`config.mk`:
```
export PLATFORM = sky130hd
export DESIGN_NAME = pupil_locator_flat
export DESIGN_NICKNAME = d
export VERILOG_FILES = /design/src/rtl/pupil_locator_if.sv /design/src/rtl/pupil_locator.sv /design/src/flat_wrapper.sv
export SDC_FILE = /design/constraint.sdc
export NUM_CORES = 1
export LEC_CHECK = 0
export ABC_AREA = 1
export CAP_MARGIN = 15
export CORE_AREA = 2 2 174 176
export CTS_CLUSTER_SIZE = 28
export DETAILED_ROUTE_END_ITERATION = 8
export DIE_AREA = 0 0 176 178
export SYNTH_ARGS = -nofsm -noshare
export SYNTH_HDL_FRONTEND = slang
export SYNTH_SLANG_ARGS = --single-unit
```
`constraint.sdc`:
```
create_clock -name clk -period 15.91 [get_ports clk]
set_input_delay 3.182 -clock clk [delete_from_list [all_inputs] [get_ports clk]]
set_output_delay 3.182 -clock clk [all_outputs]
set_load 0.01 [all_outputs]
```
`src/rtl/pupil_locator_if.sv`:
```
// Pixel stream bundle between the camera ADC/FIFO and pupil_locator.
//   pix_valid : source has a pixel
//   pix_ready : sink accepts it (transfer on pix_valid & pix_ready)
//   pix_sof   : marks pixel (0,0) of a frame
//   pix_data  : pixel sample
// master = pixel source, slave = pupil_locator.
interface pupil_locator_if #(
    parameter int PIXEL_W = 8
) ();
    logic               pix_valid;
    logic               pix_ready;
    logic               pix_sof;
    logic [PIXEL_W-1:0] pix_data;

    modport master (output pix_valid, pix_sof, pix_data, input pix_ready);
    modport slave  (input pix_valid, pix_sof, pix_data, output pix_ready);
endinterface

```
`src/rtl/pupil_locator.sv`:
```
// Streaming dark-region (pupil) locator, one instance per camera.
// Consumes one raster-order frame and reports either the centroid or the
// bounding-box centre of all pixels below a threshold.
//   clk, reset        : clock, synchronous active-low reset
//   pix               : pixel stream (valid/ready/sof/data), slave side
//   threshold, mode,
//   min_count         : frame configuration, captured on the SOF transfer
//   loc_h, loc_v      : result column / row (held until the next result)
//   loc_found         : last result had enough dark pixels
//   loc_valid         : one-cycle result strobe
//   busy              : not idle
//   frame_err         : one-cycle pulse when an SOF arrives mid-frame
module pupil_locator #(
    parameter  int RES_H   = 112,
    parameter  int RES_V   = 112,
    parameter  int PIXEL_W = 8,
    parameter  int COORD_W = 8,
    localparam int CNT_W   = $clog2(RES_H*RES_V+1),
    localparam int SUM_W   = CNT_W + COORD_W
) (
    input  logic               clk,
    input  logic               reset,
    pupil_locator_if.slave     pix,
    input  logic [PIXEL_W-1:0] threshold,
    input  logic               mode,
    input  logic [CNT_W-1:0]   min_count,
    output logic [COORD_W-1:0] loc_h,
    output logic [COORD_W-1:0] loc_v,
    output logic               loc_found,
    output logic               loc_valid,
    output logic               busy,
    output logic               frame_err
);
    localparam int BIT_W = $clog2(SUM_W);
    localparam logic [COORD_W-1:0] LAST_COL = COORD_W'(RES_H-1);
    localparam logic [COORD_W-1:0] LAST_ROW = COORD_W'(RES_V-1);
    localparam logic [BIT_W-1:0]   LAST_BIT = BIT_W'(SUM_W-1);

    typedef enum logic [2:0] {IDLE, ACCUM, DIV_H, DIV_V, DONE} state_t;

    state_t             state_q, state_d;
    logic [COORD_W-1:0] col_q, col_d, row_q, row_d;
    logic [CNT_W-1:0]   count_q, count_d, min_cnt_q, min_cnt_d;
    logic [SUM_W-1:0]   sum_x_q, sum_x_d, sum_y_q, sum_y_d;
    logic [COORD_W-1:0] min_c_q, min_c_d, max_c_q, max_c_d;
    logic [COORD_W-1:0] min_r_q, min_r_d, max_r_q, max_r_d;
    logic [PIXEL_W-1:0] thr_q, thr_d;
    logic               mode_q, mode_d;
    logic [SUM_W-1:0]   dvd_q, dvd_d;
    logic [CNT_W-1:0]   rem_q, rem_d;
    logic [BIT_W-1:0]   bit_q, bit_d;
    logic [COORD_W-1:0] quo_h_q, quo_h_d;
    logic [COORD_W-1:0] loc_h_q, loc_h_d, loc_v_q, loc_v_d;
    logic               found_q, found_d, valid_q, valid_d, ferr_q, ferr_d;

    logic               xfer, start, take, dark, last_pix;
    logic [COORD_W-1:0] pcol, prow;
    logic [CNT_W:0]     trial;
    logic               trial_ge;
    logic [SUM_W-1:0]   quot_nxt;
    logic [CNT_W-1:0]   rem_nxt;
    logic [COORD_W:0]   bb_h, bb_v;

    always_comb begin
        // Handshake decode; ready is only high in IDLE/ACCUM
        xfer  = pix.pix_valid & pix.pix_ready;
        start = xfer & pix.pix_sof;
        take  = start | (xfer & (state_q == ACCUM));
        pcol  = start ? '0 : col_q;
        prow  = start ? '0 : row_q;
        last_pix = (pcol == LAST_COL) && (prow == LAST_ROW);

        // Restoring divide step: dvd_q shifts the dividend out of its top
        // and collects quotient bits at its bottom.
        trial    = {rem_q, dvd_q[SUM_W-1]};
        trial_ge = trial >= {1'b0, count_q};
        quot_nxt = {dvd_q[SUM_W-2:0], trial_ge};
        rem_nxt  = trial_ge ? CNT_W'(trial - {1'b0, count_q}) : trial[CNT_W-1:0];

        state_d   = state_q;
        col_d     = col_q;
        row_d     = row_q;
        count_d   = count_q;
        min_cnt_d = min_cnt_q;
        sum_x_d   = sum_x_q;
        sum_y_d   = sum_y_q;
        min_c_d   = min_c_q;
        max_c_d   = max_c_q;
        min_r_d   = min_r_q;
        max_r_d   = max_r_q;
        thr_d     = thr_q;
        mode_d    = mode_q;
        dvd_d     = dvd_q;
        rem_d     = rem_q;
        bit_d     = bit_q;
        quo_h_d   = quo_h_q;
        loc_h_d   = loc_h_q;
        loc_v_d   = loc_v_q;
        found_d   = found_q;
        valid_d   = 1'b0;
        ferr_d    = 1'b0;
        dark      = 1'b0;
        bb_h      = '0;
        bb_v      = '0;

        case (state_q)
            IDLE, ACCUM: begin
                if (take) begin
                    if (start) begin
                        thr_d     = threshold;
                        mode_d    = mode;
                        min_cnt_d = min_count;
                        count_d   = '0;
                        sum_x_d   = '0;
                        sum_y_d   = '0;
                        min_c_d   = '1;
                        max_c_d   = '0;
                        min_r_d   = '1;
                        max_r_d   = '0;
                        ferr_d    = (state_q == ACCUM);
                    end
                    dark = pix.pix_data < thr_d;
                    if (dark) begin
                        count_d = count_d + CNT_W'(1);
                        sum_x_d = sum_x_d + SUM_W'(pcol);
                        sum_y_d = sum_y_d + SUM_W'(prow);
                        if (pcol < min_c_d) min_c_d = pcol;
                        if (pcol > max_c_d) max_c_d = pcol;
                        if (prow < min_r_d) min_r_d = prow;
                        if (prow > max_r_d) max_r_d = prow;
                    end
                    if (pcol == LAST_COL) begin
                        col_d = '0;
                        row_d = (prow == LAST_ROW) ? '0 : prow + COORD_W'(1);
                    end else begin
                        col_d = pcol + COORD_W'(1);
                        row_d = prow;
                    end
                    state_d = ACCUM;
                    // Decide on the totals including this final pixel
                    if (last_pix) begin
                        bb_h = {1'b0, min_c_d} + {1'b0, max_c_d};
                        bb_v = {1'b0, min_r_d} + {1'b0, max_r_d};
                        if (count_d == '0 || count_d < min_cnt_d) begin
                            state_d = DONE;
                            loc_h_d = '0;
                            loc_v_d = '0;
                            found_d = 1'b0;
                            valid_d = 1'b1;
                        end else if (mode_d) begin
                            state_d = DONE;
                            loc_h_d = COORD_W'(bb_h >> 1);
                            loc_v_d = COORD_W'(bb_v >> 1);
                            found_d = 1'b1;
                            valid_d = 1'b1;
                        end else begin
                            state_d = DIV_H;
                            dvd_d   = sum_x_d;
                            rem_d   = '0;
                            bit_d   = '0;
                        end
                    end
                end
            end
            DIV_H: begin
                dvd_d = quot_nxt;
                rem_d = rem_nxt;
                bit_d = bit_q + BIT_W'(1);
                if (bit_q == LAST_BIT) begin
                    quo_h_d = quot_nxt[COORD_W-1:0];
                    dvd_d   = sum_y_q;
                    rem_d   = '0;
                    bit_d   = '0;
                    state_d = DIV_V;
                end
            end
            DIV_V: begin
                dvd_d = quot_nxt;
                rem_d = rem_nxt;
                bit_d = bit_q + BIT_W'(1);
                if (bit_q == LAST_BIT) begin
                    loc_h_d = quo_h_q;
                    loc_v_d = quot_nxt[COORD_W-1:0];
                    found_d = 1'b1;
                    valid_d = 1'b1;
                    state_d = DONE;
                end
            end
            DONE:    state_d = IDLE;
            default: state_d = IDLE;
        endcase
    end

    always_ff @(posedge clk) begin
        if (!reset) begin
            state_q   <= IDLE;
            col_q     <= '0;
            row_q     <= '0;
            count_q   <= '0;
            min_cnt_q <= '0;
            sum_x_q   <= '0;
            sum_y_q   <= '0;
            min_c_q   <= '0;
            max_c_q   <= '0;
            min_r_q   <= '0;
            max_r_q   <= '0;
            thr_q     <= '0;
            mode_q    <= 1'b0;
            dvd_q     <= '0;
            rem_q     <= '0;
            bit_q     <= '0;
            quo_h_q   <= '0;
            loc_h_q   <= '0;
            loc_v_q   <= '0;
            found_q   <= 1'b0;
            valid_q   <= 1'b0;
            ferr_q    <= 1'b0;
        end else begin
            state_q   <= state_d;
            col_q     <= col_d;
            row_q     <= row_d;
            count_q   <= count_d;
            min_cnt_q <= min_cnt_d;
            sum_x_q   <= sum_x_d;
            sum_y_q   <= sum_y_d;
            min_c_q   <= min_c_d;
            max_c_q   <= max_c_d;
            min_r_q   <= min_r_d;
            max_r_q   <= max_r_d;
            thr_q     <= thr_d;
            mode_q    <= mode_d;
            dvd_q     <= dvd_d;
            rem_q     <= rem_d;
            bit_q     <= bit_d;
            quo_h_q   <= quo_h_d;
            loc_h_q   <= loc_h_d;
            loc_v_q   <= loc_v_d;
            found_q   <= found_d;
            valid_q   <= valid_d;
            ferr_q    <= ferr_d;
        end
    end

    assign pix.pix_ready = (state_q == IDLE) || (state_q == ACCUM);
    assign busy          = (state_q != IDLE);
    assign loc_h         = loc_h_q;
    assign loc_v         = loc_v_q;
    assign loc_found     = found_q;
    assign loc_valid     = valid_q;
    assign frame_err     = ferr_q;
endmodule
```
`src/flat_wrapper.sv`:
```
// flat-port wrapper written by rule: the top's interface ports become plain ports
module pupil_locator_flat 
#(
    parameter  int RES_H   = 112,
    parameter  int RES_V   = 112,
    parameter  int PIXEL_W = 8,
    parameter  int COORD_W = 8,
    localparam int CNT_W   = $clog2(RES_H*RES_V+1),
    localparam int SUM_W   = CNT_W + COORD_W
)
  (clk, reset, threshold, mode, min_count, loc_h, loc_v, loc_found, loc_valid, busy, frame_err, pix_pix_valid, pix_pix_sof, pix_pix_data, pix_pix_ready);
  pupil_locator_if #(.PIXEL_W(PIXEL_W)) pix_i ();
  input  logic clk;
  input  logic reset;
  input  logic [PIXEL_W-1:0] threshold;
  input  logic mode;
  input  logic [CNT_W-1:0] min_count;
  output logic [COORD_W-1:0] loc_h;
  output logic [COORD_W-1:0] loc_v;
  output logic loc_found;
  output logic loc_valid;
  output logic busy;
  output logic frame_err;
  input wire logic [$bits(pix_i.pix_valid)-1:0] pix_pix_valid;
  input wire logic [$bits(pix_i.pix_sof)-1:0] pix_pix_sof;
  input wire logic [$bits(pix_i.pix_data)-1:0] pix_pix_data;
  output wire logic [$bits(pix_i.pix_ready)-1:0] pix_pix_ready;
  assign pix_i.pix_valid = pix_pix_valid;
  assign pix_i.pix_sof = pix_pix_sof;
  assign pix_i.pix_data = pix_pix_data;
  assign pix_pix_ready = pix_i.pix_ready;
  pupil_locator #(.RES_H(RES_H), .RES_V(RES_V), .PIXEL_W(PIXEL_W), .COORD_W(COORD_W)) u_core (.clk(clk), .reset(reset), .pix(pix_i), .threshold(threshold), .mode(mode), .min_count(min_count), .loc_h(loc_h), .loc_v(loc_v), .loc_found(loc_found), .loc_valid(loc_valid), .busy(busy), .frame_err(frame_err));
endmodule
```
Word level (Yosys, flattened, before mapping)
Index checks and enable logic that the tools add are counted.
{ "op_classes": {"add_sub_neg": 9, "magnitude_cmp": 7, "eq_ne": 13, "mux": 106, "n_bitwise": 4, "n_reduce_logical": 15} }
{ "ops": {"columns": ["cell", "n"], "rows": [
  ["$mux 8", 46],
  ["$mux 22", 13],
  ["$mux 14", 15],
  ["$pmux 22 s3", 1],
  ["$add 22x8->22", 2],
  ["$pmux 14 s3", 1],
  ["$pmux 8 s2", 2],
  ["$mux 5", 5],
  ["$lt 8x8->1", 3],
  ["$add 8x8->9", 2],
  ["$mux 3", 6],
  ["$add 8x1->8 const B", 2],
  ["$eq 8x7->1 const B", 2],
  ["$gt 8x8->1", 2],
  ["$ge 15x14->1", 1],
  ["$pmux 5 s3", 1],
  ["$add 14x1->14 const B", 1],
  ["$logic_not 14->1", 1],
  ["$lt 14x14->1", 1],
  ["$sub 14x14->14", 1],
  ["$mux 1", 13],
  ["$reduce_and 5->1", 2],
  ["$pmux 3 s3", 1],
  ["$ne 2x1->1 const B", 4],
  ["other kinds (18)", 26]
]} }
{ "word_totals": {"ff_bits": 200, "out_inout_bits": 21} }

Longest topological paths before layout
{ "depth": {"depth_word": 18, "depth_mapped": 38, "depth_no_buf": 28} }

Worst setup path before layout
No wires, ideal clock.
{ "synth_path": {"kind": "input to register", "start": "in pix_pix_sof", "end": "reg u_core.loc_v_q[7], in the netlist u_core.loc_v[7]", "t_arrival_ns": 8.220, "required_time_ns": 15.846, "slack_ns": 7.626, "path_stages": 33, "path_buffers": 11, "cell_sequence": "nand3_4 -> buf_4 -> buf_6 -> buf_4 -> buf_4 -> buf_2 -> buf_2 -> buf_2 -> buf_2 -> mux2i_1 -> ha_1 -> a21oi_1 -> nor2_1 -> a211oi_2 -> nand2_4 -> buf_6 -> buf_2 -> nor2_1 -> clkbuf_1 -> nand2_1 -> o21ai_0 -> inv_1 -> ha_1 -> nand2_1 -> o21ai_0 -> a21oi_1 -> o21ai_0 -> a21oi_1 -> nor2_1 -> nor2_1 -> o21ai_0 -> nor2_1 -> nor2_1"} }
{ "synth_between": {"elab_chain_cells": 15} }
{ "synth_rtl": {"columns": ["item", "line", "rtl"], "rows": [
  ["start, declared", "flat_wrapper.sv:25", "input wire logic [$bits(pix_i.pix_sof)-1:0] pix_pix_sof;"],
  ["$and 1x1->1 *", "pupil_locator.sv:67", "start = xfer & pix.pix_sof;"],
  ["parallel branches: the longest is 14 deep, another holds $add 14x1->14", null, null],
  ["end signal, assigned", "pupil_locator.sv:237", "loc_v_q <= loc_v_d;"],
  ["end, declared", "pupil_locator.sv:53", "logic [COORD_W-1:0] loc_h_q, loc_h_d, loc_v_q, loc_v_d;"]
]} }
Every way passes the cells marked *. The select of a mux whose other input is x is not followed.
A chain may end at the register's enable or synchronous reset.

Worst setup path after layout
{ "layout_path": {"start": "in pix_pix_valid", "end": "reg u_core.loc_v_q[7], in the netlist u_core.loc_v[7]"} }
{ "layout_between": {"elab_chain_cells": 16} }
{ "layout_rtl": {"columns": ["item", "line", "rtl"], "rows": [
  ["start, declared", "flat_wrapper.sv:24", "input wire logic [$bits(pix_i.pix_valid)-1:0] pix_pix_valid;"],
  ["$and 1x1->1 *", "pupil_locator.sv:66", "xfer = pix.pix_valid & pix.pix_ready;"],
  ["parallel branches: the longest is 15 deep, another holds $add 14x1->14", null, null]
]} }
Marks and branches as above.

==> impl_metrics.tcl <==
set metrics [dict create \
    run_status "complete, no violations" \
    cts-htree-levels 4 \
    initialDrtViolationCount 1239 \
    p_int_mw 0.884 \
    worst_ir_drop_vdd_mv 0.0738 \
    setup.worst_path.start "pix_pix_valid" \
    worst-endpoint-arrival_ps 9480 \
    port_buffers 55 \
    num_io_pins 56 \
    row_count 63 \
    fin_hold_ws_ps 463 \
    max_clock_freq_mhz 110 \
    cpMostUsedCell "nor2_1" \
    postSynthCellCount 2049 \
    wl_per_cell_um 16.1 \
    clock_tree.root_cell "clkbuf_16" \
    die_height_um 178 \
    cts.sinks 200 \
    post_cts_resize_count 0 \
    net-switching-power_mw 0.486 \
    drt_wl_total_um 39300 \
    maxCapViolCount 0 \
    final_max_slew_viol_count 0 \
    async_flop_share_pct 0 \
    cts_hold_repair.buffers 0 \
    power.combinational.fraction_pct 27.8 \
    cts.reportedPaths.clkPinSlew_ps 80 \
    drive_gt1_share_pct 4.47 \
    post_synth_most_frequent_cells "449 x nand2_1, 269 x inv_1, 241 x nor2_1" \
    synth-edff-count 0 \
    final-setup-viol-count 0 \
    tightest_slew_ps 1080 \
    synth_sequential_area_ratio_pct 29.2 \
    num_antenna_cells 0 \
    min_period_ps 9090 \
    yosys_warnings 0 \
    layout.filler_cells 3024 \
    timing.rr.start "u_core.state_q[2]$_SDFFE_PN0P_" \
    count_leader_synth "nand2_1" \
    number_of_antenna_violations_at_the_first_check_in_global_routing 0 \
    via_count 12961 \
    cp_max_fo 58 \
    clkLatencyLatePin_ps 460 \
    place.gp.congestion 0.857 \
    floorplan.die_area_um2 31300 \
    grt_max_degree 83 \
    fp.dieW_um 176 \
    syn_nets 2188 \
    flow.area_growth_from_synthesis_pct 9.24 \
    power.switching_fraction_pct 35.5 \
    yosysTopAreaCellShare_pct 29.2 \
    critical-path-slowest-cell "buf_4" \
    drt_drc_violations_left 0 \
    period_utilization_post_route_pct 57.1 \
    timing.final.hold_violations 0 \
    rsz0062_at_grt "no" \
    critPathMaxStageDelay_ps 620 \
    fin_setup_tns_ps 0 \
    core-area_um2 29400 \
    leakage_nw 7.58 \
    number_of_post_cts_setup_repair_buffers 0 \
    hold_path.startpoint "u_core.min_c_q[5]$_SDFFE_PN0P_" \
    nNetsFinal 2184 \
    register_area_um2 4000 \
    r2r.worst_path.cells 22 \
    grt_use_total_pct 25.6 \
    setup.worst_path.start_class "input pin" \
    gr-total-overflow 0 \
    synth_area_leaders "dfxtp_1 29%, nand2_1 12%, ha_1 9.0%" \
    most_used_flip_flop_cell_after_synthesis "dfxtp_1" \
    detail_route.vias_per_cell 5.30 \
    grt_pass1_vias 12076 \
    synthDominantAreaCellType "dfxtp_1" \
    antenna_violating_nets_post_route 0 \
    max-clock-path-buffers 2 \
    powerDensity_nw_per_um2 91.3 \
    worst_setup_path_end_kind "flip-flop" \
    tritoncts.num_buffers 17 \
    synthesis.area_per_instance_um2 6.70 \
    wire_length_of_the_first_global_routing_pass_um 63500 \
    clock_tree_from_tritoncts "built" \
    multi_input_comb_area_um2 8270 \
    post_synth_instance_area_um2 13700 \
    detail_route.first_pass.iterations 6 \
    worstHoldPathType "reg2reg" \
    place_hpwl_um 28000 \
    cp.required_ps 16300 \
    crit_type "in2reg" \
    clock_skews_ps 11.3 \
    starting_density_of_the_core_pct 46.7 \
    finish.utilization_pct 51.0 \
    synth_seq_cells 200 \
    yosysUniqueCellTypes 56 \
    worstHoldPathCells 2 \
    clock_power_share_pct 32.8 \
    p_seq_share_pct 39.5 \
    slew-limit-headroom_pct 27.7 \
]
## final timing paths
path                               endpoint  slack (ps)
min reg2reg  u_core.min_c_q[5]$_SDFFE_PN0P_         460
max reg2reg    u_core.dvd_q[3]$_SDFFE_PN0P_        9380
max            u_core.loc_v[7]$_SDFFE_PN0P_        6820
min          u_core.min_c_q[5]$_SDFFE_PN0P_         460
## cells by family after synthesis
logic type      after synthesis  synth area share (%)
buf+inv                     364                  10.7
compound gates              444                  18.7
mux                          21                  1.53
flops                       200                  29.2
simple gates                856                  26.3
fa+ha+maj                   104                  9.75
xor+xnor                     60                  3.83
## metrics by stage
stage                     power (mW)  area, um^2  setup slack, ps  cells
after floorplan                0.830       13700             7630   2049
after detailed placement       0.927       14400             6340   2416
after CTS                       1.38       15000             6830   2447
after global routing            1.45       15000             6080   2447
final                           1.37       15000             6820   2447
after global placement         0.925       14400             6390   2416
## routing by layer
layer  routed length (um)  up-vias  track usage (%)
li1                     -     6639                -
met1                19500     5983             36.2
met2                17500      308             41.4
met3                 1850       31             3.75
met4                  475        0             5.44
met5                    0        -                0
## layout make-up
class | instances | area share (%)
Timing Repair Buffer | 66 | 4.19
Clock inverter | 14 | 0.984
Tap cell | 390 | 3.25
Inverter | 275 | 6.93
Clock buffer | 17 | 2.84
Sequential cell | 200 | 26.7
Multi-Input combinational cell | 1485 | 55.1
## sequential cells by signal (all words and copies together), names as in the netlist, 5 cells and up
| signal | count |
|---|---|
| u_core.bit_q | 5 |
| u_core.col_q | 8 |
| u_core.count_q | 14 |
| u_core.dvd_q | 22 |
| u_core.loc_h | 8 |
| u_core.loc_v | 8 |
| u_core.max_c_q | 8 |
| u_core.max_r_q | 8 |
| u_core.min_c_q | 8 |
| u_core.min_cnt_q | 14 |
| u_core.min_r_q | 8 |
| u_core.quo_h_q | 8 |
| u_core.rem_q | 14 |
| u_core.row_q | 8 |
| u_core.sum_x_q | 22 |
| u_core.sum_y_q | 22 |
| u_core.thr_q | 8 |
## power groups by stage
stage | Clock [mW] | Sequential [mW] | Combinational, mW
6_report | 0.449 | 0.540 | 0.381
5_1_grt | 0.474 | 0.543 | 0.431
4_1_cts | 0.459 | 0.540 | 0.378
3_5_place_dp | 0 | 0.552 | 0.375
3_3_place_gp | 0 | 0.551 | 0.374
2_1_floorplan | 0 | 0.546 | 0.283
## cell usage in the layout, fill, tap and decap left out, types with 7 or more instances in the layout
cell type,count
a211oi_1,23
a21oi_1,138
buf_4,11
clkbuf_16,17
clkdlybuf4s50_1,54
dfxtp_1,200
ha_1,99
inv_1,267
mux2i_1,21
nand2_1,449
nand2_2,8
nand3_1,55
nand3b_1,13
nand4_1,25
nor2_1,239
nor2_2,14
nor3_1,30
o21ai_0,172
o21ai_1,7
o21bai_1,68
xnor2_1,21
xor2_1,39
## critical path, delay by kind of cell
family,cells,cell delay (ps)
buffers and inverters,6,2090
adder cells (fa/ha/maj),2,720
AND/OR/NAND/NOR,9,1830
AO/OA/AOI/OAI,8,1610
No activity file was read; power rests on OpenSTA's default activity.
